--- src/rtl/nn_pkg.sv ---
// nn_pkg: shared final-layer sizing, classifier state encoding and index-width helper
package nn_pkg;
  localparam int NN = 10;
  localparam int DATA_WIDTH = 16;
  typedef enum logic [1:0] {COLLECT, SCAN, DONE} state_t;
  function automatic int idx_width(input int n);
    return n > 1 ? $clog2(n) : 1;
  endfunction
endpackage

--- src/rtl/max_finder_if.sv ---
// max_finder_if: lane capture inputs and result handshake of the classifier stage
interface max_finder_if import nn_pkg::*; #(
  parameter int N = NN,
  parameter int DW = DATA_WIDTH,
  parameter int IW = idx_width(N)
);
  logic [N-1:0] i_valid;
  logic [N*DW-1:0] i_data;
  logic o_valid;
  logic o_ready;
  logic [IW-1:0] o_idx;
  logic [DW-1:0] o_max;
  logic busy;
  logic o_overflow;
  modport master(output i_valid, i_data, o_ready, input o_valid, o_idx, o_max, busy, o_overflow);
  modport slave(input i_valid, i_data, o_ready, output o_valid, o_idx, o_max, busy, o_overflow);
endinterface

--- src/rtl/max_finder.sv ---
// max_finder: collects per-lane activations, serially scans for the signed maximum, hands
// the winning index/value to the host on a valid/ready handshake.
module max_finder #(
  parameter int N = nn_pkg::NN,
  parameter int DW = nn_pkg::DATA_WIDTH,
  parameter int IW = nn_pkg::idx_width(N)
) (
  input logic clk,
  input logic rst,
  max_finder_if.slave bus
);
  import nn_pkg::*;
  state_t state;
  logic [DW-1:0] lane [N];
  logic [N-1:0] mask, new_mask;
  logic [IW-1:0] cnt, run_idx, o_idx;
  logic [DW-1:0] run_max, o_max, lane0, cur;
  logic o_valid, o_overflow, accept, collecting, full, gt;
  // The acceptance edge in DONE doubles as a collect edge so images can run back to back
  assign accept = o_valid && bus.o_ready;
  assign collecting = state == COLLECT || (state == DONE && accept);
  assign new_mask = mask | bus.i_valid;
  assign full = collecting && &new_mask;
  assign lane0 = bus.i_valid[0] ? bus.i_data[DW-1:0] : lane[0];
  assign cur = lane[cnt];
  assign gt = $signed(cur) > $signed(run_max);
  assign bus.o_valid = o_valid;
  assign bus.o_idx = o_idx;
  assign bus.o_max = o_max;
  assign bus.o_overflow = o_overflow;
  assign bus.busy = state != COLLECT;
  always_ff @(posedge clk or negedge rst)
    if (!rst) begin
      state <= COLLECT;
      mask <= '0;
      cnt <= '0;
      run_max <= '0;
      run_idx <= '0;
      o_valid <= 1'b0;
      o_idx <= '0;
      o_max <= '0;
      o_overflow <= 1'b0;
      for (int i = 0; i < N; i++) lane[i] <= '0;
    end else if (collecting) begin
      for (int i = 0; i < N; i++) if (bus.i_valid[i]) lane[i] <= bus.i_data[i*DW +: DW];
      if (|(mask & bus.i_valid)) o_overflow <= 1'b1;
      mask <= new_mask;
      o_valid <= 1'b0;
      state <= COLLECT;
      if (full) begin
        run_max <= lane0;
        run_idx <= '0;
        cnt <= IW'(1);
        state <= N == 1 ? DONE : SCAN;
        if (N == 1) begin
          o_valid <= 1'b1;
          o_idx <= '0;
          o_max <= lane0;
          mask <= '0;
        end
      end
    end else begin
      if (|bus.i_valid) o_overflow <= 1'b1;
      if (state == SCAN) begin
        if (gt) begin
          run_max <= cur;
          run_idx <= cnt;
        end
        if (cnt == IW'(N - 1)) begin
          state <= DONE;
          o_valid <= 1'b1;
          o_max <= gt ? cur : run_max;
          o_idx <= gt ? cnt : run_idx;
          mask <= '0;
        end else cnt <= cnt + 1'b1;
      end
    end
endmodule

--- src/flat_wrapper.sv ---
// flat-port wrapper written by rule: the top's interface ports become plain ports
module max_finder_flat import nn_pkg::*;
#(
  parameter int N = nn_pkg::NN,
  parameter int DW = nn_pkg::DATA_WIDTH,
  parameter int IW = nn_pkg::idx_width(N)
)
  (clk, rst, bus_i_valid, bus_i_data, bus_o_ready, bus_o_valid, bus_o_idx, bus_o_max, bus_busy, bus_o_overflow);
  max_finder_if #(.N(N), .DW(DW), .IW(IW)) bus_i ();
  input logic clk;
  input logic rst;
  input wire logic [$bits(bus_i.i_valid)-1:0] bus_i_valid;
  input wire logic [$bits(bus_i.i_data)-1:0] bus_i_data;
  input wire logic [$bits(bus_i.o_ready)-1:0] bus_o_ready;
  output wire logic [$bits(bus_i.o_valid)-1:0] bus_o_valid;
  output wire logic [$bits(bus_i.o_idx)-1:0] bus_o_idx;
  output wire logic [$bits(bus_i.o_max)-1:0] bus_o_max;
  output wire logic [$bits(bus_i.busy)-1:0] bus_busy;
  output wire logic [$bits(bus_i.o_overflow)-1:0] bus_o_overflow;
  assign bus_i.i_valid = bus_i_valid;
  assign bus_i.i_data = bus_i_data;
  assign bus_i.o_ready = bus_o_ready;
  assign bus_o_valid = bus_i.o_valid;
  assign bus_o_idx = bus_i.o_idx;
  assign bus_o_max = bus_i.o_max;
  assign bus_busy = bus_i.busy;
  assign bus_o_overflow = bus_i.o_overflow;
  max_finder #(.N(N), .DW(DW), .IW(IW)) u_core (.clk(clk), .rst(rst), .bus(bus_i));
endmodule
--- config.mk ---
export PLATFORM = sky130hd
export DESIGN_NAME = max_finder_flat
export DESIGN_NICKNAME = d
export VERILOG_FILES = /design/src/rtl/nn_pkg.sv /design/src/rtl/max_finder_if.sv /design/src/rtl/max_finder.sv /design/src/flat_wrapper.sv
export SDC_FILE = /design/constraint.sdc
export NUM_CORES = 1
export LEC_CHECK = 0
export CAP_MARGIN = 20
export CORE_MARGIN = 5
export CORE_UTILIZATION = 40
export CTS_CLUSTER_DIAMETER = 60
export DETAILED_ROUTE_END_ITERATION = 6
export PLACE_DENSITY_LB_ADDON = 0.08
export SLEW_MARGIN = 5
export SYNTH_ARGS = -nofsm -noshare
export SYNTH_HDL_FRONTEND = slang
export SYNTH_SLANG_ARGS = --single-unit
--- constraint.sdc ---
create_clock -name clk -period 4.4 [get_ports clk]
set_input_delay 0.44 -clock clk [delete_from_list [all_inputs] [get_ports clk]]
set_output_delay 0.44 -clock clk [all_outputs]
set_load 0.05 [all_outputs]
### Word-level counts from Yosys, hierarchy flattened

Index checks and enable logic that the tools add are counted.

| storage, ports and cells | value |
|---|---|
| logic and storage cells | 87 |
| input port bits | 173 |
| flip-flop bits (word level) | 218 |

| cells by class | value |
|---|---|
| muxes and demuxes | 29 |
| equal/unequal tests | 6 |
| bitwise gates (word level) | 4 |
| add/sub/neg operators | 1 |
| reduce and logical (&&, ||, !) cells | 26 |
| order comparisons | 2 |

Operator list:

| cell | count |
|---|---|
| $mux W16 | 7 |
| $bmux W16 S4 | 1 |
| $mux W4 | 8 |
| $mux W10 | 3 |
| $reduce_and A2 Y1 | 12 |
| $reduce_or A10 Y1 | 2 |
| $gt A16 B16 Y1 | 1 |
| $and A10 B10 Y10 | 1 |
| $or A10 B10 Y10 | 1 |
| $reduce_and A10 Y1 | 1 |
| $reduce_bool A2 Y1 | 4 |
| $mux W1 | 7 |
| $mux W2 | 3 |
| $reduce_and A3 Y1 | 2 |
| $ge A5 B5 Y1 const B | 1 |
| $not A4 Y5 | 1 |
| $add A4 B1 Y4 const B | 1 |
| $eq A4 B4 Y1 const B | 1 |
| $ne A2 B2 Y1 const B | 2 |
| $logic_and A1 B1 Y1 | 3 |
| $eq A2 B1 Y1 const B | 1 |
| $eq A2 B2 Y1 const B | 1 |
| $logic_not A2 Y1 | 1 |
| $ne A2 B1 Y1 const B | 1 |
| other kinds (2) | 2 |

### Logic depth before layout (Yosys ltp)

| logic depth | value |
|---|---|
| word-level depth | 8 |
| gate-level depth with buffers | 15 |

### Worst setup path before layout

Ideal clock, no wire load.

| timing path | value |
|---|---|
| path kind | register -> register |
| from | register u_core.cnt[0] |
| to | register u_core.o_max[10] (netlist: u_core.bus.o_max[10]) |
| clock period less this slack | 3545 ps |
| arrival | 3404 ps |
| stages on the path, launching flop included | 16 |
| path slack | 855 ps |
| library setup time | 141 ps |
| path buffers | 4 |
| cells stage by stage | dfrtp_1 > buf_2 > buf_4 > mux4_2 > mux2i_1 > o22a_1 > inv_1 > ha_1 > nand4_1 > nor3_1 > a21bo_2 > and4_1 > buf_2 > o21ai_4 > buf_6 > o311ai_2 |

| between the ends | value |
|---|---|
| word-level cells in the longest chain between the ends | 6 |
| elaborated cells between the ends (all ways) | 8 |

RTL lines:

| item | RTL line | source |
|---|---|---|
| from (decl) | max_finder.sv:16 | `logic [IW-1:0] cnt, run_idx, o_idx;` |
| from (signal assigned) | max_finder.sv:75 | `end else cnt <= cnt + 1'b1;` |
| $not A4 Y5 (not written as such) | max_finder.sv:25 | `assign cur = lane[cnt];` |
| $bmux W16 S4 | max_finder.sv:25 |  |
| $mux W16 (not written as such) (2 in a row) | max_finder.sv:25 |  |
| $gt A16 B16 Y1 | max_finder.sv:26 | `assign gt = $signed(cur) > $signed(run_max);` |
| $mux W16 | - |  |
| to (signal assigned) | max_finder.sv:58 | `o_max <= lane0;` |
| to (signal assigned) | max_finder.sv:72 | `o_max <= gt ? cur : run_max;` |
| to (decl) | max_finder.sv:17 | `logic [DW-1:0] run_max, o_max, lane0, cur;` |

Several ways; a longest one is shown, not always the timed one. The select of a mux whose other input is x is not followed.
A chain may end at the register's enable or synchronous reset.

### Worst setup path after layout

| timing path | value |
|---|---|
| from | register u_core.cnt[0] |
| to | register u_core.run_idx[3] |

| between the ends | value |
|---|---|
| word-level cells in the longest chain between the ends | 8 |

RTL lines:

| item | RTL line | source |
|---|---|---|
| $not A4 Y5 (not written as such) | max_finder.sv:25 |  |
| $bmux W16 S4 | max_finder.sv:25 |  |
| $mux W16 (not written as such) (2 in a row) | max_finder.sv:25 |  |
| $gt A16 B16 Y1 | max_finder.sv:26 |  |
| $mux W4 (3 in a row) | - |  |
| to (signal assigned) | max_finder.sv:67 | `run_idx <= cnt;` |
| to (decl) | max_finder.sv:16 |  |

Every way passes these cells. The select of a mux whose other input is x is not followed.

==> run summary <==
Slew at the pin with the worst max-slew slack: 0.979 ns
Worst-skew pair later-pin latency: 0.54 ns
CP Class: flip-flop to flip-flop
Reg2reg path depth: 13
Reg2reg end: u_core.run_idx[3]$_DFFE_PN0P_
Maxcap violations: 0
Fmax: 0.244 GHz
Synth Net Count: 1055
Sequential-to-total area share from yosys stat: 0.497
Failing checks: negative hold slack
Slew Viols, Final: 0
Die extent in x: 175 um
Max Used Layer: met5
Routed wire per std cell: 22.4 um
Post-synth EDFFs: 0
Die span in y: 175 um
CP required: 4.80 ns
First-pass GRT wire length: 49500 um
Clk sinks: 217
Outcome: complete, but fails checks
Port Buffers: 195
Synth cell types: 44
Tcrit/Tclk final: 0.931
DP HPWL: 22800 um
Starting density of the core: 0.406
Post-synth top area share: 0.497
Resized Gates After CTS: 0
Leak: 6.17 nW
Max-slew headroom: 0.347
Final instance area: 14300 um^2
Number of cell rows: 60
Vias/cell: 5.63
Total power: 4.91 mW
Share of final-layout standard cells stronger than drive strength 1: 0.272
Mapped Cells: 864
Crit end category: flip-flop
WL met2: 14500 um
# IOs: 196
Fillers: 2349
Remaining antenna violation count: 0
Vias in the first global route: 8361
Via count: 8006
Worst Path Arrival: 4.49 ns
Flop-to-flop setup slack: 0.30 ns
Placed cell areas: 13300 um^2
Layout area overhead: 31.1%
Hold slack: -0.0355 ns
Die ar.: 30700 um^2
Detailed-route wire length: 31900 um
VDD IR max: 262 uV
H-Tree Depth: 1
Pwr/cell area: 343 nW/um^2
Fraction of registers with async set/reset: 1.00
TritonCTS Buffers: 27
Overflow after GRT: 0
Register clock-pin slew on the reported worst setup and hold paths: 0.06 ns
Clk buf depth: 3
Hold Vio Cnt, Final: 27
Synth Register Bits: 217
Routed wl met3: 2180 um
GRT Total Usage: 0.204
Synth top area cells: dfrtp_1 50%, mux2_2 16%, mux4_2 6.6%
Fin nets: 1248
Worst r2r src: u_core.cnt[0]$_DFFE_PN0P_
Most frequent cells in the layout: 215 x dfrtp_1, 194 x clkdlybuf4s50_1, 160 x mux2_2, 51 x o2111ai_1, 48 x mux2i_1
Most common cell after layout, fill and taps aside: dfrtp_1
CTS root buf: clkbuf_16
Met1 wire length: 14600 um
First-pass detailed-route iteration total: 5
Most common flop cell mapped by yosys: dfrtp_1
Pin count of the biggest net entering global routing: 115
Largest area contributor in the netlist: dfrtp_1
Sum Neg Setup Slack: 0 ns
Routability cong.: 0.838
Skew final: 0.0124 ns
Crit Path Max Fanout: 36
CTS tree: built
Min Tclk post-route: 4.10 ns
DRT iter0 DRCs: 630
Core Box Area: 27000 um^2
Hold Path Class: primary input to async pin
Setup-failing EPs final: 0
CP Launch Type: flip-flop
RSZ-0062 raised after global routing: no
Synth warn: 0
Antenna violations before repair: 4
Drt drc: 0
Syn Std Cell Area: 10900 um^2
Avg Inst Size Synth: 12.7 um^2
==> critical path: stages, from the launching register on <==
cell	delay, ns
dfrtp_4	0.62
buf_12	0.23
mux4_2	0.50
mux2i_1	0.30
o22a_1	0.24
inv_1	0.07
ha_1	0.27
nand4_1	0.18
nor3_1	0.30
a21bo_2	0.30
and4_1	0.19
buf_4	0.26
o21ai_1	0.35
o221ai_1	0.15
==> cell usage after synthesis, types with 2 or more instances <==
master,instances
o21ai_0,12
o22a_1,16
ha_1,18
nand2b_1,3
o22ai_1,5
nand4_1,7
o221ai_1,4
dfrtp_1,217
o31ai_1,2
a221oi_1,2
mux4_2,32
buf_4,3
o21ai_1,2
o2111ai_1,51
a22o_1,2
inv_1,39
and2_1,11
mux2_2,160
nand2_1,36
o211ai_1,4
buf_1,6
mux2i_1,48
nor3_1,2
o311ai_2,8
nor4_1,2
buf_2,24
a21oi_1,26
and4_1,3
nor2_1,44
nand3_1,23
clkbuf_1,33
o311ai_0,7
==> logic make-up (layout without fill, tap and decap cells) <==
logic type / after synthesis / after routing / synth area share
flip-flops: 217 / 217 / 0.497
multiplexers: 240 / 240 / 0.275
buffers and inverters: 107 / 321 / 0.0412
adder cells (fa/ha/maj): 18 / 18 / 0.0206
other: 0 / 3 / 0
AND/OR/NAND/NOR: 135 / 135 / 0.0569
AO/OA/AOI/OAI: 147 / 147 / 0.110
==> state kept, by name, indices dropped and copies added (netlist names) <==
register               cells
u_core.cnt                 4
u_core.bus.o_idx           4
u_core.lane              160
u_core.state               2
u_core.mask               10
u_core.bus.o_max          16
u_core.run_idx             4
u_core.run_max            16
u_core.bus.o_overflow      1
==> final cells by class <==
| cell class | count | area [um^2] | area share |
|---|---|---|---|
| diodes | 3 | 7.51 | 0.000524 |
| clock buffers | 38 | 797 | 0.0556 |
| clock inverters | 12 | 181 | 0.0127 |
| inverters | 40 | 150 | 0.0105 |
| multi-input cells | 540 | 5060 | 0.353 |
| flip-flops and latches | 217 | 5440 | 0.379 |
| well taps | 341 | 427 | 0.0298 |
| repair buffers | 231 | 2280 | 0.159 |
==> power by group <==
group / total [mW] / switching (mW) / internal [mW] / leakage [nW]
clock: 2.38 / 0.882 / 1.50 / 0.484
combinational: 0.408 / 0.162 / 0.246 / 2.97
sequential: 2.12 / 0.0465 / 2.08 / 2.71
total: 4.91 / 1.09 / 3.82 / 6.17
==> through the flow <==
stage	setup slack [ns]	instances	utilization	hold WS [ns]
final	0.304	1422	0.532	-0.0355
after global routing	0.0820	1421	0.532	0.0602
after CTS	0.167	1418	0.531	0.0327
after detailed placement	0.177	1368	0.494	0.477
after global placement	0.171	1368	0.494	0.465
after floorplan	0.855	864	-	0.144
==> how the worst max path moves through the flow <==
stage | start | to | slack [ns] | cells after the start
after global routing | u_core.cnt[0]$_DFFE_PN0P_ | u_core.run_idx[0]$_DFFE_PN0P_ | 0.08 | 13
after CTS | u_core.cnt[0]$_DFFE_PN0P_ | u_core.run_idx[3]$_DFFE_PN0P_ | 0.17 | 13
final | u_core.cnt[0]$_DFFE_PN0P_ | u_core.run_idx[3]$_DFFE_PN0P_ | 0.30 | 13
after global placement | u_core.cnt[0]$_DFFE_PN0P_ | u_core.run_idx[2]$_DFFE_PN0P_ | 0.17 | 13
after detailed placement | u_core.cnt[0]$_DFFE_PN0P_ | u_core.run_idx[0]$_DFFE_PN0P_ | 0.18 | 13
after floorplan | u_core.cnt[0]$_DFFE_PN0P_ | u_core.bus.o_max[10]$_DFFE_PN0P_ | 0.85 | 15
==> layer usage <==
layer,vias to the layer above,GRT usage
li1,3650,-
met1,4054,0.300
met2,255,0.316
met3,43,0.0422
met4,4,0.0435
met5,-,0
==> repair_timing <==
action,4_1_cts,5_1_grt
endpoints found under the setup margin,0,6
hold buffers,0,0
buffers inserted,0,1
Note: power is estimated with default switching activity, not from simulation.
